<file path="src/rtl/axis_accum_sum.sv">
// AXI-Stream group accumulator: adds up to 2**SHIFT_BITS input beats (fewer when
// s_tlast closes a group early) and emits the sum with its beat count.
module axis_accum_sum #(
   parameter int DSIZE_IN   = 8,
   parameter int SHIFT_BITS = 2,
   parameter int SIGNED     = 0
) (
   input  logic                             clock,
   input  logic                             rst,
   input  logic [DSIZE_IN-1:0]              s_tdata,
   input  logic                             s_tvalid,
   input  logic                             s_tlast,
   output logic                             s_tready,
   output logic [DSIZE_IN+SHIFT_BITS-1:0]   m_tdata,
   output logic [SHIFT_BITS:0]              m_tcnt,
   output logic                             m_tvalid,
   output logic                             m_tlast,
   input  logic                             m_tready
);

   localparam int DSIZE_OUT = DSIZE_IN + SHIFT_BITS;
   localparam int CSIZE     = SHIFT_BITS + 1;
   localparam int ACC_NUM   = 2 ** SHIFT_BITS;
   localparam logic [CSIZE-1:0] LAST_CNT = CSIZE'(ACC_NUM - 1);

   logic [CSIZE-1:0]     cnt;
   logic [DSIZE_OUT-1:0] acc;
   logic [DSIZE_OUT-1:0] ext;
   logic [DSIZE_OUT-1:0] sum;
   logic                 closing;
   logic                 accept;

   // Widening by SHIFT_BITS guarantees a full group of full-scale samples never wraps.
   always_comb begin
      if (SIGNED != 0) begin
         ext = DSIZE_OUT'($signed(s_tdata));
      end else begin
         ext = DSIZE_OUT'(s_tdata);
      end
   end

   assign sum      = acc + ext;
   assign closing  = (cnt == LAST_CNT) || s_tlast;
   // Only a closing beat needs the output slot, so only it can be stalled.
   assign s_tready = !closing || !m_tvalid || m_tready;
   assign accept   = s_tvalid && s_tready;

   always_ff @(posedge clock) begin
      if (rst) begin
         acc      <= '0;
         cnt      <= '0;
         m_tdata  <= '0;
         m_tcnt   <= '0;
         m_tlast  <= 1'b0;
         m_tvalid <= 1'b0;
      end else begin
         if (m_tvalid && m_tready) begin
            m_tvalid <= 1'b0;
         end
         // A closing beat accepted while the slot drains reloads it with no bubble.
         if (accept) begin
            if (closing) begin
               m_tdata  <= sum;
               m_tcnt   <= cnt + CSIZE'(1);
               m_tlast  <= s_tlast;
               m_tvalid <= 1'b1;
               acc      <= '0;
               cnt      <= '0;
            end else begin
               acc <= sum;
               cnt <= cnt + CSIZE'(1);
            end
         end
      end
   end

endmodule

</file>
<file path="config.mk">
export PLATFORM = sky130hd
export DESIGN_NAME = axis_accum_sum
export DESIGN_NICKNAME = d
export VERILOG_FILES = /design/src/rtl/axis_accum_sum.sv
export SDC_FILE = /design/constraint.sdc
export NUM_CORES = 1
export LEC_CHECK = 0
export ABC_AREA = 1
export CAP_MARGIN = 20
export CORE_UTILIZATION = 29
export CTS_BUF_LIST = sky130_fd_sc_hd__clkbuf_4 sky130_fd_sc_hd__clkbuf_8 sky130_fd_sc_hd__clkbuf_16
export DETAILED_ROUTE_END_ITERATION = 6
export GPL_ROUTABILITY_DRIVEN = 0
export PLACE_DENSITY = 0.55
export SYNTH_ARGS = -nofsm -noshare
export SYNTH_HDL_FRONTEND = slang
export SYNTH_SLANG_ARGS = --single-unit
</file>
<file path="constraint.sdc">
create_clock -name clock -period 1.6 [get_ports clock]
set_clock_uncertainty 0.05 [all_clocks]
set_input_delay 0.16 -clock clock [delete_from_list [all_inputs] [get_ports clock]]
set_output_delay 0.16 -clock clock [all_outputs]
set_load 0.01 [all_outputs]
</file>
==> results of run 1 <==
-- per-layer routing --
| metal | routed length, um | track usage |
|---|---|---|
| met1 | 1780 | 0.180 |
| met2 | 2020 | 0.257 |
| met4 | 14 | 0.0247 |
| met5 | 0 | 0 |
| met3 | 139 | 0.0317 |
-- worst max-delay path, cell delays in order (launching register included) --
cell	delay [ps]
dfxtp_2	360
ha_4	130
inv_2	40
fa_2	320
nand3b_1	190
nand2_2	100
nand2_2	60
nand2_1	50
nand2_1	50
and2_1	130
o21ai_1	110
inv_1	40
-- power by group --
part           switching (mW)  internal (mW)  total, mW  leakage (nW)
combinational           0.258          0.263      0.521         0.880
clock                   0.226          0.221      0.446        0.0288
sequential             0.0277          0.735      0.763         0.231
-- cell type report --
type | count | area, sq um
multi-input combinational | 152 | 1150
clock buffer | 4 | 55.1
fill | 471 | 2570
inverter | 33 | 144
timing repair buffer | 59 | 601
tap | 70 | 87.6
sequential | 28 | 566
-- cells by family after synthesis --
group,after synthesis,share of synthesized area
XOR/XNOR,3,0.0167
AO/OA/AOI/OAI,39,0.152
flip-flops,28,0.357
buffers and inverters,40,0.115
AND/OR/NAND/NOR,99,0.267
adder cells (fa/ha/maj),11,0.0925
-- sequential cells by signal, summed over array words and instances (netlist names) --
name,cells
m_tdata,10
m_tlast,1
m_tvalid,1
cnt,3
m_tcnt,3
acc,10
-- cells in the mapped netlist --
library cell / count / area share
a211oi_1: 1 / 0.0048
a21boi_0: 1 / 0.0048
a21oi_1: 25 / 0.080
a21oi_2: 5 / 0.028
a21oi_4: 1 / 0.010
and2_1: 1 / 0.0040
buf_12: 1 / 0.013
buf_2: 1 / 0.0032
buf_4: 1 / 0.0048
buf_6: 1 / 0.0072
clkbuf_1: 3 / 0.0072
clkinv_2: 1 / 0.0032
dfxtp_1: 28 / 0.36
fa_1: 1 / 0.013
ha_1: 10 / 0.080
inv_1: 32 / 0.077
nand2_1: 68 / 0.16
nand2_2: 4 / 0.016
nand2_4: 1 / 0.0072
nand3_1: 10 / 0.032
nand3b_1: 2 / 0.0096
nand4_1: 1 / 0.0040
nor2_1: 11 / 0.026
o21a_1: 1 / 0.0048
o21ai_1: 3 / 0.0096
o21bai_1: 2 / 0.0096
or2_4: 1 / 0.0056
xnor2_1: 1 / 0.0056
xor2_1: 2 / 0.011
-- metrics by stage --
| stage | setup WS (ps) | cells | total power, mW | instance area [sq um] |
|---|---|---|---|---|
| 4_1_cts | -118 | 341 | 1.67 | 2330 |
| 3_5_place_dp | -530 | 333 | 1.17 | 2130 |
| 2_1_floorplan | -99.7 | 220 | 0.998 | 1630 |
| 3_3_place_gp | -519 | 333 | 1.17 | 2130 |
| 5_1_grt | -211 | 346 | 1.83 | 2600 |
| 6_report | -121 | 346 | 1.73 | 2600 |
-- repair_timing --
action / CTS / global route
resized for setup: 32 / 55
gates cloned: 2 / 0
pin swaps: 17 / 16
setup buffers: 3 / 5
setup endpoints to repair: 29 / 29
-- worst max path at each step --
stage	from	slack [ps]	end	cells past startpoint
after floorplan	acc[0]	-100	m_tdata[6]	11
after global placement	s_tdata[0]	-520	m_tdata[6]	12
after detailed placement	s_tdata[0]	-530	m_tdata[6]	12
after CTS	acc[0]	-120	m_tdata[6]	11
after global routing	acc[0]	-210	m_tdata[6]	11
final	acc[0]	-120	m_tdata[6]	11
==> qor.tcl, run 1 <==
set qor(outcome) {finished, violations left}
set qor(failed_checks) {setup timing}
set qor(pin_count) 29
set qor(timing_worst_setup_path_type) {reg -> reg}
set qor(timing.hold.worst.class) {in -> reg}
set qor(utilization) 0.502
set qor(mostFrequentLayoutCell) {nand2_1}
set qor(rrSetupSlack_ps) -120
set qor(grt.overflow.total) 0
set qor(syn2layout_area_growth_pct) 65.6
set qor(path_clk_slew_ps) 100
set qor(die_footprint_sq_um) 5710
set qor(crit-reg2reg-launch) {acc[0]}
set qor(ant_nets) 0
set qor(synth_cells) 220
set qor(seq_area_frac_synth) 0.357
set qor(ctsRootBufferMaster) {clkbuf_8}
set qor(worst-path-max-fanout) 3
set qor(max_cap_violations) 0
set qor(regToRegEndpoint) {m_tdata[6]}
set qor(synth_cell_type_count) 29
set qor(ys_warn_count) 0
set qor(layout.cells.most_common_list) {40 x nand2_1, 30 x inv_1, 25 x nand2_2}
set qor(cp.arrival_ps) 1860
set qor(die_y_um) 75.6
set qor(worst_hold_startpoint) {s_tdata[0]}
set qor(postSynthNetCount) 244
set qor(worst_skew_pair.late_latency_ps) 280
set qor(holdPathStages) 4
set qor(portBuffers) 28
set qor(grt_antenna_before_repair) 0
set qor(total_leakage_power_nw) 1.14
set qor(n_antenna_cell) 0
set qor(cp-start-kind) {flop}
set qor(syn-mean-instance-area_sq_um) 7.13
set qor(floorplan.core_area_sq_um) 5170
set qor(grt_pass1_wl_um) 6180
set qor(wl_um) 3960
set qor(timing.critical_path.to_type) {flop}
set qor(drt-wirelength-per-cell_um) 11.4
set qor(cts_sinks) 28
set qor(highest_attainable_clock_frequency_mhz) 581
set qor(setup_tns_ps) -1520
set qor(final-hold-violation-count) 0
set qor(detail_route.iter0.violations) 56
set qor(drc_errors) 0
set qor(timing_worst_slew_pin_value_ps) 325
set qor(worst-r2r-cell-count) 11
set qor(hold_slack_ps) 409
set qor(fin_crit_sh) 1.08
set qor(initial_core_util) 0.303
set qor(place.detailed.hpwl_um) 2580
set qor(number_of_hold_buffers_added_after_cts) 0
set qor(num_vias) 1536
set qor(cts_buffer_depth) 2
set qor(required_ps) 1740
set qor(number_of_buffers_created_by_cts) 3
set qor(finalMaxSlewViolations) 0
set qor(grt.total_usage) 0.144
set qor(clock_tree_from_tritoncts) {built}
set qor(final.min_clock_period_ps) 1720
set qor(grt_pass1_vias) 1384
set qor(mappedNetlistArea_sq_um) 1570
set qor(report.final.setup_viol) 26
set qor(drive_gt1_frac) 0.413
set qor(pin_count_of_the_biggest_net_entering_global_routing) 29
set qor(fin_ws_ps) -121
set qor(min_to) {acc[0]}
set qor(postSynthRegisterBits) 28
set qor(drtPass1Iterations) 4
set qor(viasPerCell) 4.44
set qor(rows) 26
set qor(power_density_nw_per_um2) 666
set qor(peakVddDrop_mv) 0.397
set qor(clock_tree.htree_level_count) 1
set qor(max-slew-margin-rel) 0.783
set qor(nets) 301
set qor(rsz_0062_raised_after_global_routing) {true}
set qor(die_wd_um) 75.6
Power figures use the tool's default switching activity.
==> inputs of run 2 (changes only) <==
Settings changed: PLACE_DENSITY 0.55 to unset.
==> run 2 against run 1 <==
The run still ends with setup timing left. Final cell count unchanged. Critical path depth down 3. Maximum frequency down 1.4%. Power down 1.8%. Cell area down 5.2%. Register-to-register slack worse by 20 ps. Via count up 0.65%. Sequential power about the same. Worst hold slack better by 7.3 ps. Die area unchanged. Clock-buffer cell count unchanged. Clock power up 3%.
==> qor.tcl, run 2 (same netlist as run 1, synthesis figures left out) <==
set qor(outcome) {finished, violations left}
set qor(failed_checks) {setup timing}
set qor(path_clk_slew_ps) 100
set qor(grt_pass1_vias) 1456
set qor(number_of_hold_buffers_added_after_cts) 0
set qor(fin_ws_ps) -145
set qor(report.final.setup_viol) 29
set qor(layout.cells.most_common_list) {49 x nand2_1, 30 x inv_1, 26 x clkdlybuf4s50_1}
set qor(grt.total_usage) 0.158
set qor(wl_um) 4020
set qor(instance_area_at_placement_sq_um) 2100
set qor(die_wd_um) 75.6
set qor(post-place-ws_ps) -554
set qor(crit_path_frequent_cell) {ha_4}
set qor(finalMaxSlewViolations) 0
set qor(cp-start-kind) {flop}
set qor(utilization) 0.476
set qor(num-fill-cells) 515
set qor(total_leakage_power_nw) 1.09
set qor(drt-wirelength-per-cell_um) 11.6
set qor(critical-path-slowest-cell) {dfxtp_2}
set qor(timing_worst_slew_pin_value_ps) 351
set qor(max_stage_delay_ps) 350
set qor(peakVddDrop_mv) 0.467
set qor(post-route-cell-area_sq_um) 2460
set qor(worst-r2r-cell-count) 8
set qor(n_antenna_cell) 0
set qor(initial_core_util) 0.303
set qor(cts_buffer_depth) 2
set qor(setup.worst_path.end) {m_tdata[1]}
set qor(place.detailed.hpwl_um) 2660
set qor(mostFrequentLayoutCell) {nand2_1}
set qor(timing.critical_path.to_type) {flop}
set qor(rows) 26
set qor(ctsRootBufferMaster) {clkbuf_8}
set qor(drc_errors) 0
set qor(area.sequential_sq_um) 564
set qor(power_density_nw_per_um2) 690
set qor(drtPass1Iterations) 4
set qor(die_y_um) 75.6
set qor(nets) 301
set qor(worstPathCellList) {ha_4 -> ha_4 -> or2_4 -> a21oi_4 -> nand2_8 -> buf_12 -> nand2_4 -> a21oi_2}
set qor(grt_antenna_before_repair) 0
set qor(clock_tree_from_tritoncts) {built}
set qor(multiInputGateArea_sq_um) 1060
set qor(cp.arrival_ps) 1870
set qor(num_vias) 1546
set qor(pin_count) 29
set qor(floorplan.core_area_sq_um) 5170
set qor(cts_sinks) 28
set qor(clock_tree.htree_level_count) 1
set qor(number_of_buffers_created_by_cts) 3
set qor(crit-reg2reg-launch) {cnt[0]}
set qor(final.min_clock_period_ps) 1750
set qor(timing.hold.worst.class) {in -> reg}
set qor(viasPerCell) 4.47
set qor(portBuffers) 28
set qor(grt.overflow.total) 0
set qor(drive_gt1_frac) 0.341
set qor(hold_slack_ps) 416
set qor(ant_nets) 0
set qor(die_footprint_sq_um) 5710
set qor(highest_attainable_clock_frequency_mhz) 573
set qor(layout.cells.non_filler) 346
set qor(rrSetupSlack_ps) -150
set qor(grt_pass1_wl_um) 6760
set qor(rsz_0062_raised_after_global_routing) {true}
set qor(timing.critical_path.from) {cnt[0]}
set qor(max-slew-margin-rel) 0.765
set qor(syn2layout_area_growth_pct) 56.9
set qor(regToRegEndpoint) {m_tdata[1]}
set qor(worst-path-max-fanout) 7
set qor(timing_worst_setup_path_type) {reg -> reg}
set qor(pin_count_of_the_biggest_net_entering_global_routing) 29
set qor(worst_skew_pair.late_latency_ps) 290
set qor(detail_route.iter0.violations) 47
set qor(max_cap_violations) 0
set qor(required_ps) 1730
set qor(fin_crit_sh) 1.09
set qor(final-hold-violation-count) 0
set qor(place.detailed.instances) 329
set qor(layout_top_registers) {acc x10, m_tdata x10}
## run 2: what timing repair did
action | 4_1_cts | 5_1_grt
cloned | 3 | 0
buffers inserted | 7 | 3
resized for setup | 37 | 22
endpoints found under the setup margin | 28 | 29
pin swaps | 15 | 6
## run 2: per-layer routing
layer / share of wire / up-vias / global-route usage
met1: 0.46 / 701 / 0.197
met4: 0.0087 / 0 / 0.0247
li1: - / 808 / -
met2: 0.49 / 33 / 0.286
met3: 0.039 / 4 / 0.0317
met5: 0 / - / 0
## run 2: metrics by stage
stage	setup TNS, ps	power, mW
after floorplan	-777	0.998
after global placement	-5980	1.16
after detailed placement	-6620	1.17
after CTS	-2590	1.68
after global routing	-4450	1.80
final	-2630	1.70
## run 2: report_power, final
group	leakage, nW	total [mW]	internal [mW]	switching (mW)
clock network	0.0288	0.458	0.221	0.237
logic	0.827	0.481	0.239	0.242
registers	0.230	0.761	0.735	0.0258
total	1.09	1.70	1.20	0.505
## run 2: critical path, delay by kind of cell, from the launching register on
kind	cells	cell delay (ps)
AND/OR/NAND/NOR	3	470
flip-flops	1	350
adder cells (fa/ha/maj)	2	300
AO/OA/AOI/OAI	2	280
buffers and inverters	1	180
## run 2: worst min path at each step
| stage | start | endpoint | slack, ps | cells after the start |
|---|---|---|---|---|
| 6_report | s_tdata[0] | m_tdata[0] | 420 | 4 |
| 5_1_grt | cnt[2] | cnt[2] | 440 | 2 |
| 4_1_cts | s_tdata[0] | m_tdata[0] | 420 | 4 |
| 3_5_place_dp | m_tcnt[2] | m_tcnt[2] | 400 | 2 |
| 3_3_place_gp | cnt[2] | cnt[2] | 400 | 2 |
| 2_1_floorplan | s_tlast | m_tlast | 260 | 2 |
## run 2: final cells by class
class	count	area share
Multi-Input combinational cell	153	0.429
Sequential cell	28	0.229
Timing Repair Buffer	57	0.219
Inverter	33	0.0584
Tap cell	70	0.0356
Clock buffer	4	0.0224
Timing Repair inverter	1	0.00661
==> inputs of run 3 (changes only) <==
Settings changed: CORE_UTILIZATION 29 to 40, PLACE_DENSITY set to 0.66.
==> run 3 against run 2 <==
The run still ends with setup timing left. Combinational power increased by 2%. Clock power down 3%. Die area down 27%. Clock-buffer cell count is the same. Global-route usage is 3.3 points higher. Non-clock buffer count is 6 lower. Worst hold slack barely moved. Register-to-register slack is essentially flat. Routed wire length is 2.1% lower. Setup slack better by 13 ps. Cell area grew 0.41%. Largest power group unchanged.
==> qor.tcl, run 3 (same netlist as run 1, synthesis figures left out) <==
set qor(worst_hold_startpoint) {s_tdata[0]}
set qor(floorplan.core_area_sq_um) 3720
set qor(grt_pass1_wl_um) 6160
set qor(worst_skew_pair.late_latency_ps) 280
set qor(clock_tree.htree_level_count) 1
set qor(highest_attainable_clock_frequency_mhz) 577
set qor(timing.critical_path.to_type) {flop}
set qor(layout.cells.most_common_list) {48 x nand2_1, 30 x inv_1, 26 x clkdlybuf4s50_1}
set qor(regToRegEndpoint) {m_tdata[1]}
set qor(final.min_clock_period_ps) 1730
set qor(grt_pass1_vias) 1411
set qor(cp-start-kind) {flop}
set qor(power_density_nw_per_um2) 686
set qor(layout_top_registers) {acc x10, m_tdata x10}
set qor(drc_errors) 0
set qor(final-hold-violation-count) 0
set qor(critical_path.top_delay_family) {simple AND/OR/NAND/NOR gates}
set qor(path_clk_slew_ps) 100
set qor(max-slew-margin-rel) 0.832
set qor(rows) 22
set qor(wl_um) 3930
set qor(total_leakage_power_nw) 1.09
set qor(grt.overflow.total) 0
set qor(timing_worst_slew_pin_value_ps) 253
set qor(worstPathCellList) {ha_4 -> ha_4 -> or2_4 -> a21oi_4 -> nand2_8 -> buf_8 -> nand2_2 -> a21oi_2}
set qor(crit_path_frequent_cell) {ha_4}
set qor(multiInputGateArea_sq_um) 1120
set qor(portBuffers) 28
set qor(number_of_buffers_created_by_cts) 3
set qor(cp.arrival_ps) 1850
set qor(drtPass1Iterations) 4
set qor(critical-path-slowest-cell) {dfxtp_2}
set qor(max_stage_delay_ps) 350
set qor(instance_area_at_placement_sq_um) 2060
set qor(area.sequential_sq_um) 566
set qor(rrSetupSlack_ps) -130
set qor(die_wd_um) 64.6
set qor(min_to) {m_tdata[0]}
set qor(drive_gt1_frac) 0.373
set qor(timing_worst_setup_path_type) {reg -> reg}
set qor(fin_ws_ps) -132
set qor(place.detailed.hpwl_um) 2480
set qor(drt-wirelength-per-cell_um) 12.3
set qor(max_cap_violations) 0
set qor(post-place-ws_ps) -509
set qor(peakVddDrop_mv) 0.529
set qor(timing.hold.worst.class) {in -> reg}
set qor(ctsRootBufferMaster) {clkbuf_8}
set qor(worst-path-max-fanout) 7
set qor(hold_slack_ps) 416
set qor(die_y_um) 64.6
set qor(nets) 296
set qor(grt_antenna_before_repair) 0
set qor(clock_tree_from_tritoncts) {built}
set qor(pin_count_of_the_biggest_net_entering_global_routing) 29
set qor(mostFrequentLayoutCell) {nand2_1}
set qor(num_vias) 1547
set qor(syn2layout_area_growth_pct) 57.6
set qor(outcome) {finished, violations left}
set qor(utilization) 0.665
set qor(fin_crit_sh) 1.08
set qor(critical_path_buf_inv_count) 1
set qor(holdPathStages) 4
set qor(initial_core_util) 0.422
set qor(cts_sinks) 28
set qor(rsz_0062_raised_after_global_routing) {true}
set qor(detail_route.iter0.violations) 46
set qor(n_antenna_cell) 0
set qor(crit-reg2reg-launch) {cnt[1]}
set qor(number_of_hold_buffers_added_after_cts) 0
set qor(worst-r2r-cell-count) 8
set qor(setup_tns_ps) -2590
set qor(finalMaxSlewViolations) 0
set qor(place.detailed.instances) 307
set qor(layout.cells.non_filler) 319
set qor(pin_count) 29
set qor(cts_buffer_depth) 2
set qor(num-fill-cells) 308
set qor(failed_checks) {setup timing}
set qor(die_footprint_sq_um) 4180
set qor(report.final.setup_viol) 28
set qor(post-route-cell-area_sq_um) 2470
set qor(report.power.total_mw) 1.69
set qor(viasPerCell) 4.85
set qor(grt.total_usage) 0.191
set qor(ant_nets) 0
set qor(required_ps) 1720
run 3: cell types whose count changed in the layout (fill, tap and decap cells not counted), sizes merged:
cell    change
buf         -6
clkinv      +1
run 3: how the worst max path moves through the flow:
stage / cells after the start / endpoint / start
6_report: 8 / m_tdata[1] / cnt[1]
5_1_grt: 11 / m_tdata[6] / acc[0]
4_1_cts: 11 / m_tdata[6] / acc[0]
3_5_place_dp: 12 / m_tdata[6] / s_tdata[0]
3_3_place_gp: 12 / m_tdata[6] / s_tdata[0]
2_1_floorplan: 11 / m_tdata[6] / acc[0]
run 3: layout make-up:
| cell class | count | area share |
|---|---|---|
| Clock buffer | 4 | 0.0223 |
| Multi-Input combinational cell | 153 | 0.452 |
| Timing Repair Buffer | 51 | 0.201 |
| Timing Repair inverter | 2 | 0.0111 |
| Inverter | 33 | 0.0602 |
| Tap cell | 48 | 0.0243 |
| Sequential cell | 28 | 0.229 |
run 3: worst reg2reg max path: stages (launching register included):
cell	delay, ps
dfxtp_2	350
ha_4	160
ha_4	150
or2_4	250
a21oi_4	240
nand2_8	150
buf_8	170
nand2_2	60
a21oi_2	50
run 3: layer usage:
metal  part of all wire  track usage  vias up
li1                   -            -      799
met1               0.48        0.232      707
met2               0.47        0.336       35
met3              0.043       0.0440        6
met4             0.0086       0.0472        0
met5                  0            0        -
run 3: power breakdown:
| part | switching, mW | internal, mW |
|---|---|---|
| Clock | 0.223 | 0.220 |
| Sequential | 0.0272 | 0.735 |
| Combinational | 0.248 | 0.241 |
| Total | 0.498 | 1.20 |
run 3: timing repair:
action / in CTS / in global routing
endpoints found under the setup margin: 28 / 29
gates resized for setup: 28 / 47
setup buffers: 3 / 2
pin swaps: 12 / 4
gates cloned: 2 / 1
